[src/rtl/game_sequencer.sv]
// Light-cycle stage controller: frame ticks, key decode, step handshake, scoring.
// Optional pause feature enabled by defining GAME_PAUSE_EN.
module game_sequencer #(
  parameter int unsigned TICK_FRAMES  = 4,
  parameter int unsigned COUNT_FRAMES = 180,
  parameter int unsigned CRASH_FRAMES = 120,
  parameter int unsigned WIN_SCORE    = 5
) (
  input  logic       clk,
  input  logic       resetN,
  input  logic       vSync,
  input  logic [7:0] keyCode,
  input  logic       keyStrobe,
  input  logic       clearDone,
  input  logic       stepDone,
  input  logic       crashA,
  input  logic       crashB,
  output logic [2:0] stage,
  output logic       clearArena,
  output logic       stepEn,
  output logic [1:0] dirA,
  output logic [1:0] dirB,
  output logic [3:0] scoreA,
  output logic [3:0] scoreB,
  output logic [1:0] winner
);

  localparam int unsigned FCNT_W = 12;
  localparam int unsigned TCNT_W = 8;
  localparam logic [FCNT_W-1:0] COUNT_LAST = FCNT_W'(COUNT_FRAMES - 1);
  localparam logic [FCNT_W-1:0] CRASH_LAST = FCNT_W'(CRASH_FRAMES - 1);
  localparam logic [TCNT_W-1:0] TICK_LAST  = TCNT_W'(TICK_FRAMES - 1);
  localparam logic [3:0]        WIN_VAL    = 4'(WIN_SCORE);

  typedef enum logic [2:0] {
    ST_IDLE  = 3'd0,
    ST_CLEAR = 3'd1,
    ST_COUNT = 3'd2,
    ST_PLAY  = 3'd3,
    ST_CRASH = 3'd4,
    ST_OVER  = 3'd5,
    ST_PAUSE = 3'd6
  } state_e;

  state_e             state_q, state_d;
  logic               vsync_q, tick_q;
  logic [FCNT_W-1:0]  frame_cnt_q, frame_cnt_d;
  logic [TCNT_W-1:0]  tick_cnt_q, tick_cnt_d;
  logic               outstanding_q, outstanding_d;
  logic               step_en_q, step_en_d;
  logic               clear_arena_q, clear_arena_d;
  logic [1:0]         dir_a_q, dir_a_d, dir_b_q, dir_b_d;
  logic [1:0]         pdir_a_q, pdir_a_d, pdir_b_q, pdir_b_d;
  logic [3:0]         score_a_q, score_a_d, score_b_q, score_b_d;
  logic [1:0]         winner_q, winner_d;

  logic       key_start_c, key_abort_c, steer_ok_c;
  logic       steer_a_vld_c, steer_b_vld_c;
  logic [1:0] steer_a_dir_c, steer_b_dir_c;
  logic       done_c, crash_any_c, win_c;

  assign key_start_c = keyStrobe && (keyCode == 8'h29);
  assign key_abort_c = keyStrobe && (keyCode == 8'h76);
  // Only steps we actually issued are honoured; abort forgets the outstanding one.
  assign done_c      = stepDone && outstanding_q;
  assign crash_any_c = crashA || crashB;
  assign win_c       = (score_a_q == WIN_VAL) || (score_b_q == WIN_VAL);

`ifdef GAME_PAUSE_EN
  logic key_pause_c;
  assign key_pause_c = keyStrobe && (keyCode == 8'h4D);
  assign steer_ok_c  = (state_q == ST_COUNT) || (state_q == ST_PLAY) || (state_q == ST_PAUSE);
`else
  assign steer_ok_c  = (state_q == ST_COUNT) || (state_q == ST_PLAY);
`endif

  always_comb begin
    steer_a_vld_c = 1'b0;
    steer_b_vld_c = 1'b0;
    steer_a_dir_c = 2'b00;
    steer_b_dir_c = 2'b00;
    if (keyStrobe) begin
      case (keyCode)
        8'h1D: begin steer_a_vld_c = 1'b1; steer_a_dir_c = 2'b00; end
        8'h23: begin steer_a_vld_c = 1'b1; steer_a_dir_c = 2'b01; end
        8'h1B: begin steer_a_vld_c = 1'b1; steer_a_dir_c = 2'b10; end
        8'h1C: begin steer_a_vld_c = 1'b1; steer_a_dir_c = 2'b11; end
        8'h75: begin steer_b_vld_c = 1'b1; steer_b_dir_c = 2'b00; end
        8'h74: begin steer_b_vld_c = 1'b1; steer_b_dir_c = 2'b01; end
        8'h72: begin steer_b_vld_c = 1'b1; steer_b_dir_c = 2'b10; end
        8'h6B: begin steer_b_vld_c = 1'b1; steer_b_dir_c = 2'b11; end
        default: ;
      endcase
    end
  end

  // State register plus all registered datapath/outputs
  always_ff @(posedge clk or negedge resetN) begin
    if (!resetN) begin
      state_q       <= ST_IDLE;
      vsync_q       <= 1'b1;
      tick_q        <= 1'b0;
      frame_cnt_q   <= '0;
      tick_cnt_q    <= '0;
      outstanding_q <= 1'b0;
      step_en_q     <= 1'b0;
      clear_arena_q <= 1'b0;
      dir_a_q       <= 2'b01;
      dir_b_q       <= 2'b11;
      pdir_a_q      <= 2'b01;
      pdir_b_q      <= 2'b11;
      score_a_q     <= 4'd0;
      score_b_q     <= 4'd0;
      winner_q      <= 2'b00;
    end else begin
      state_q       <= state_d;
      vsync_q       <= vSync;
      tick_q        <= vsync_q & ~vSync;
      frame_cnt_q   <= frame_cnt_d;
      tick_cnt_q    <= tick_cnt_d;
      outstanding_q <= outstanding_d;
      step_en_q     <= step_en_d;
      clear_arena_q <= clear_arena_d;
      dir_a_q       <= dir_a_d;
      dir_b_q       <= dir_b_d;
      pdir_a_q      <= pdir_a_d;
      pdir_b_q      <= pdir_b_d;
      score_a_q     <= score_a_d;
      score_b_q     <= score_b_d;
      winner_q      <= winner_d;
    end
  end

  // Next-state logic; abort overrides everything
  always_comb begin
    state_d = state_q;
    if (key_abort_c) begin
      state_d = ST_IDLE;
    end else begin
      case (state_q)
        ST_IDLE:  if (key_start_c) state_d = ST_CLEAR;
        ST_CLEAR: if (clearDone) state_d = ST_COUNT;
        ST_COUNT: if (tick_q && (frame_cnt_q == COUNT_LAST)) state_d = ST_PLAY;
        ST_PLAY: begin
          if (done_c && crash_any_c) state_d = ST_CRASH;
`ifdef GAME_PAUSE_EN
          else if (key_pause_c) state_d = ST_PAUSE;
`endif
        end
`ifdef GAME_PAUSE_EN
        ST_PAUSE: begin
          if (done_c && crash_any_c) state_d = ST_CRASH;
          else if (key_pause_c) state_d = ST_PLAY;
        end
`endif
        ST_CRASH: if (tick_q && (frame_cnt_q == CRASH_LAST)) state_d = win_c ? ST_OVER : ST_CLEAR;
        ST_OVER:  if (key_start_c) state_d = ST_CLEAR;
        default:  state_d = ST_IDLE;
      endcase
    end
  end

  // Output / datapath next values
  always_comb begin
    frame_cnt_d   = frame_cnt_q;
    tick_cnt_d    = tick_cnt_q;
    outstanding_d = outstanding_q;
    step_en_d     = 1'b0;
    clear_arena_d = 1'b0;
    dir_a_d       = dir_a_q;
    dir_b_d       = dir_b_q;
    pdir_a_d      = pdir_a_q;
    pdir_b_d      = pdir_b_q;
    score_a_d     = score_a_q;
    score_b_d     = score_b_q;
    winner_d      = winner_q;

    if (state_d != state_q) begin
      frame_cnt_d = '0;
      tick_cnt_d  = '0;
    end else if (tick_q && ((state_q == ST_COUNT) || (state_q == ST_CRASH))) begin
      frame_cnt_d = frame_cnt_q + FCNT_W'(1);
    end

    if ((state_d == ST_CLEAR) && (state_q != ST_CLEAR)) begin
      clear_arena_d = 1'b1;
      dir_a_d       = 2'b01;
      pdir_a_d      = 2'b01;
      dir_b_d       = 2'b11;
      pdir_b_d      = 2'b11;
    end

    // Step completion is handled before a same-cycle tick can issue the next step
    if (done_c) begin
      outstanding_d = 1'b0;
      if (crashA && !crashB && (score_b_q != 4'd15)) score_b_d = score_b_q + 4'd1;
      if (crashB && !crashA && (score_a_q != 4'd15)) score_a_d = score_a_q + 4'd1;
    end

    if ((state_q == ST_PLAY) && (state_d == ST_PLAY) && tick_q) begin
      if (tick_cnt_q == TICK_LAST) begin
        tick_cnt_d = '0;
        if (!outstanding_d) begin
          step_en_d     = 1'b1;
          outstanding_d = 1'b1;
          dir_a_d       = pdir_a_q;
          dir_b_d       = pdir_b_q;
        end
      end else begin
        tick_cnt_d = tick_cnt_q + TCNT_W'(1);
      end
    end

    // A reversal against the committed heading is rejected outright
    if (steer_ok_c && steer_a_vld_c && (steer_a_dir_c != (dir_a_q ^ 2'b10))) pdir_a_d = steer_a_dir_c;
    if (steer_ok_c && steer_b_vld_c && (steer_b_dir_c != (dir_b_q ^ 2'b10))) pdir_b_d = steer_b_dir_c;

    if ((state_q == ST_CRASH) && (state_d == ST_OVER)) begin
      winner_d = (score_a_q == WIN_VAL) ? 2'b01 : 2'b10;
    end

    if ((state_q == ST_OVER) && (state_d == ST_CLEAR)) begin
      score_a_d = 4'd0;
      score_b_d = 4'd0;
      winner_d  = 2'b00;
    end

    if (key_abort_c) begin
      score_a_d     = 4'd0;
      score_b_d     = 4'd0;
      winner_d      = 2'b00;
      outstanding_d = 1'b0;
      step_en_d     = 1'b0;
    end
  end

  assign stage      = state_q;
  assign clearArena = clear_arena_q;
  assign stepEn     = step_en_q;
  assign dirA       = dir_a_q;
  assign dirB       = dir_b_q;
  assign scoreA     = score_a_q;
  assign scoreB     = score_b_q;
  assign winner     = winner_q;

endmodule
[config.mk]
export PLATFORM = sky130hd
export DESIGN_NAME = game_sequencer
export DESIGN_NICKNAME = d
export VERILOG_FILES = /design/src/rtl/game_sequencer.sv
export SDC_FILE = /design/constraint.sdc
export NUM_CORES = 1
export LEC_CHECK = 0
export CAP_MARGIN = 20
export CORE_ASPECT_RATIO = 1.5
export CORE_MARGIN = 8
export CORE_UTILIZATION = 60
export DETAILED_ROUTE_END_ITERATION = 6
export HOLD_SLACK_MARGIN = 0.1
export PLACE_DENSITY = 0.88
export SLEW_MARGIN = 30
export SYNTH_ARGS = -nofsm -noshare
export SYNTH_HDL_FRONTEND = slang
export SYNTH_SLANG_ARGS = --single-unit
[constraint.sdc]
create_clock -name clk -period 4.65 [get_ports clk]
set_input_delay 0.93 -clock clk [delete_from_list [all_inputs] [get_ports clk]]
set_output_delay 0.93 -clock clk [all_outputs]
set_load 0.03 [all_outputs]
==> flow_metrics.tcl <==
set metrics [dict create \
    outcome "finished, final reports clean" \
    fin_crit_sh_pct 74.87 \
    worstPathMaxFanout 10 \
    worstReg2RegEnd "dirA[1]" \
    layoutNonFillerInstCount 374 \
    path_class "in2reg" \
    grt_max_degree 47 \
    max-cap-violations 0 \
    viasPerCell 6.329 \
    critPathTopFamily "simple AND/OR/NAND/NOR gates" \
    grt_first_pass_wirelength_um 11010 \
    postPlaceCellArea_sq_um 3110 \
    port_buffers 34 \
    tns_ns 0 \
    crit_path_end_kind "flip-flop" \
    antenna_left 0 \
    cts_setup_buffers 0 \
    fin_area_sq_um 3253 \
    cp-start-kind "primary input" \
    p_per_area_nw_per_um2 339.7 \
    cpPeakStageDelay_ns 0.58 \
    clkTransAtPathRegs_ns 0.09 \
    syn_nets 317 \
    grt.total_usage_pct 19.06 \
    maxSlewViolCount 0 \
    fp.dieW_um 71.27 \
    async_flop_share_pct 100.0 \
    area_delta_synth_final_pct 18.34 \
    drive_gt1_share_pct 8.282 \
    pin_count 35 \
    cellInternalPower_mw 0.7939 \
    htreeDepth 2 \
    p_leak_nw 1.443 \
    worstHoldStart "pdir_b_q[1]" \
    synth_area_per_cell_sq_um 9.318 \
    fin_skew_ns 0.005533 \
    nets 347 \
    yosysSeqAreaShare_pct 42.19 \
    min_path_type "reg2reg" \
    vdd_drop_max_mv 0.2577 \
    grt_overflow 0 \
    r2r_start "frame_cnt_q[3]" \
    seqPwrFrac_pct 45.7 \
    wl_per_cell_um 16.79 \
    fp-row-count 30 \
    crit_chain "clkdlybuf4s50_1 > nor3b_1 > and4_1 > nor3_1 > or2_2 > a2111oi_0 > o22ai_1" \
    crit_required_ns 4.81 \
    fin_crit_ns 3.481 \
    antenna_found_initial 0 \
    clockPowerShare_pct 33.2 \
    cts_sinks 46 \
    r2r_slack_ns 1.79 \
    drt_pass1_iterations 4 \
    relSlewSlack_pct 48.71 \
    worst_slack_ns 1.169 \
    synth_warnings 0 \
    yosysUniqueCellTypes 60 \
    grt_pass1_vias 2399 \
    fmax_mhz 287.3 \
    p_comb_share_pct 21.1 \
    setup_viol 0 \
    rr_worst_depth 6 \
    die_y_um 98.90 \
    crit_arrival_ns 3.64 \
    dp_hpwl_um 4507 \
    synth-seq-cells 46 \
    cts.repair.resized 0 \
    die_area_sq_um 7048 \
    min_path_cells 2 \
    finalHoldViolations 0 \
    tritoncts "yes" \
    syn-cell-area_sq_um 2749 \
    clk_latency_ns 0.30 \
    wl_um 6278 \
    placed_cells 366 \
    cts_buffers 5 \
    diodes 0 \
    synth_ff_type "dfrtp_1" \
    rsz0062_at_grt "false" \
    cp_slowest_cell "nor3b_1" \
    pre_cts_slack_ns 0.8958 \
    syn_inst 295 \
    synth_area_leader_cell "dfrtp_1" \
    critPathBufInv 1 \
    routabilityCongestion 0.9217 \
    vias 2367 \
    cts.path.max_buffers 2 \
    synth_edf_count 0 \
    switching_share_pct 28.16 \
    crit_start "keyCode[3]" \
    coreArea_sq_um 4467 \
    start_util_pct 61.54 \
    synth_top_area_share_pct 35.50 \
    worstHoldEndpoint "pdir_b_q[1]" \
    drtIter0Drc 210 \
    p_sw_mw 0.3112 \
    cts_root_buf "clkbuf_8" \
    ctsHoldBuffers 0 \
    drc_errors 0 \
    tightest_slew_ns 0.7624 \
    synth.area.top_cells "dfrtp_1, dfstp_2, nor2_1, xor2_1, and3_1" \
]
cells in the mapped netlist, types with 4 or more instances:
cell / n
a211o_1: 4
a21oi_1: 11
and3_1: 12
and4b_1: 4
clkbuf_1: 10
dfrtp_1: 39
dfstp_2: 7
ha_1: 6
inv_1: 12
nand2_1: 19
nand2b_1: 6
nand3_1: 12
nand4_1: 11
nor2_1: 30
nor2b_1: 6
nor3_1: 8
o211ai_1: 4
o21ai_0: 6
o22ai_1: 4
or3_1: 4
xnor2_1: 6
xor2_1: 10
cells in the final DEF, fill, tap and decap left out, types with 3 or more instances in the layout:
cell type | synthesis | routed
mux2i_1 | 3 | 3
or2_2 | 3 | 3
nor4b_1 | 3 | 3
and3_1 | 12 | 12
and3b_1 | 3 | 3
o22ai_1 | 4 | 4
inv_1 | 12 | 12
nor2b_1 | 6 | 6
dfstp_2 | 7 | 7
xnor2_1 | 6 | 6
o211ai_1 | 4 | 4
and4b_1 | 4 | 4
nand2_1 | 19 | 19
buf_4 | 0 | 3
or3_1 | 4 | 4
ha_1 | 6 | 6
o31ai_1 | 3 | 3
nor4bb_1 | 3 | 3
dfrtp_1 | 39 | 39
a21oi_1 | 11 | 11
xor2_1 | 10 | 10
nor2_1 | 30 | 30
a211o_1 | 4 | 4
nand3_1 | 12 | 12
nor3_1 | 8 | 8
o21ai_0 | 6 | 6
o2111a_1 | 3 | 3
clkbuf_8 | 0 | 6
a211oi_1 | 3 | 3
nand2b_1 | 6 | 6
nor3b_1 | 3 | 3
nand4_1 | 11 | 11
clkdlybuf4s50_1 | 0 | 33
flip-flops by register name, indices dropped and copies added (netlist names):
signal         cells
frame_cnt_q       12
tick_cnt_q         8
scoreA             4
scoreB             4
stage              3
dirA               2
dirB               2
pdir_a_q           2
pdir_b_q           2
winner             2
clearArena         1
outstanding_q      1
stepEn             1
tick_q             1
vsync_q            1
worst max path at each step:
stage	end	slack [ns]	depth (start not counted)
2_1_floorplan	tick_cnt_q[5]	1.71	8
3_3_place_gp	tick_cnt_q[5]	1.03	7
3_5_place_dp	tick_cnt_q[5]	0.90	7
4_1_cts	tick_cnt_q[5]	1.20	7
5_1_grt	winner[0]	1.0	7
6_report	winner[0]	1.17	7
layer usage:
metal  vias up  share of wire (%)  GRT usage (%)
li1       1150                  -              -
met1      1148                 42          22.07
met2        62                 52          32.10
met3         7                4.7          5.081
met4         0                1.5          7.729
met5         -                  0              0
power groups by stage:
stage / clock (mW) / combinational (mW) / sequential, mW
after floorplan: 0 / 0.103 / 0.545
after global placement: 0 / 0.228 / 0.511
after detailed placement: 0 / 0.235 / 0.512
after CTS: 0.372 / 0.236 / 0.505
after global routing: 0.386 / 0.257 / 0.515
final: 0.367 / 0.234 / 0.505
through the flow:
| stage | total power, mW | util [%] | hold slack [ns] |
|---|---|---|---|
| 6_report | 1.105 | 72.83 | 0.5034 |
| 5_1_grt | 1.158 | 72.83 | 0.5243 |
| 4_1_cts | 1.113 | 72.83 | 0.5107 |
| 3_5_place_dp | 0.7476 | 69.64 | 0.4964 |
| 3_3_place_gp | 0.7392 | 69.58 | 0.4868 |
| 2_1_floorplan | 0.6480 | - | 0.4609 |
tightest hold or removal path, delay by kind of cell (launching register included):
kind | cells | cell delay, ns
flip-flops | 1 | 0.37
AO/OA/AOI/OAI | 1 | 0.07
buffers and inverters | 1 | 0.07
cells by family after synthesis:
kind of cell               after synthesis  share of synthesized area [%]
xor gates and xnor gates                16                          5.098
and+or+nand+nor                        142                          29.63
muxes                                    4                          1.502
AOI/OAI and AO/OA                       56                          15.34
DFF                                     46                          42.19
buffers and inverters                   25                          3.505
adders and majority gates                6                          2.731
cell type report:
| type | instances | area, sq um |
|---|---|---|
| multi-input combinational | 224 | 1493 |
| fill | 320 | 1214 |
| sequential | 46 | 1160 |
| timing repair buffer | 36 | 352.8 |
| clock buffer | 6 | 82.58 |
| clock inverter | 2 | 60.06 |
| tap | 48 | 60.06 |
| inverter | 12 | 45.04 |
(Power assumes the default switching activity.)
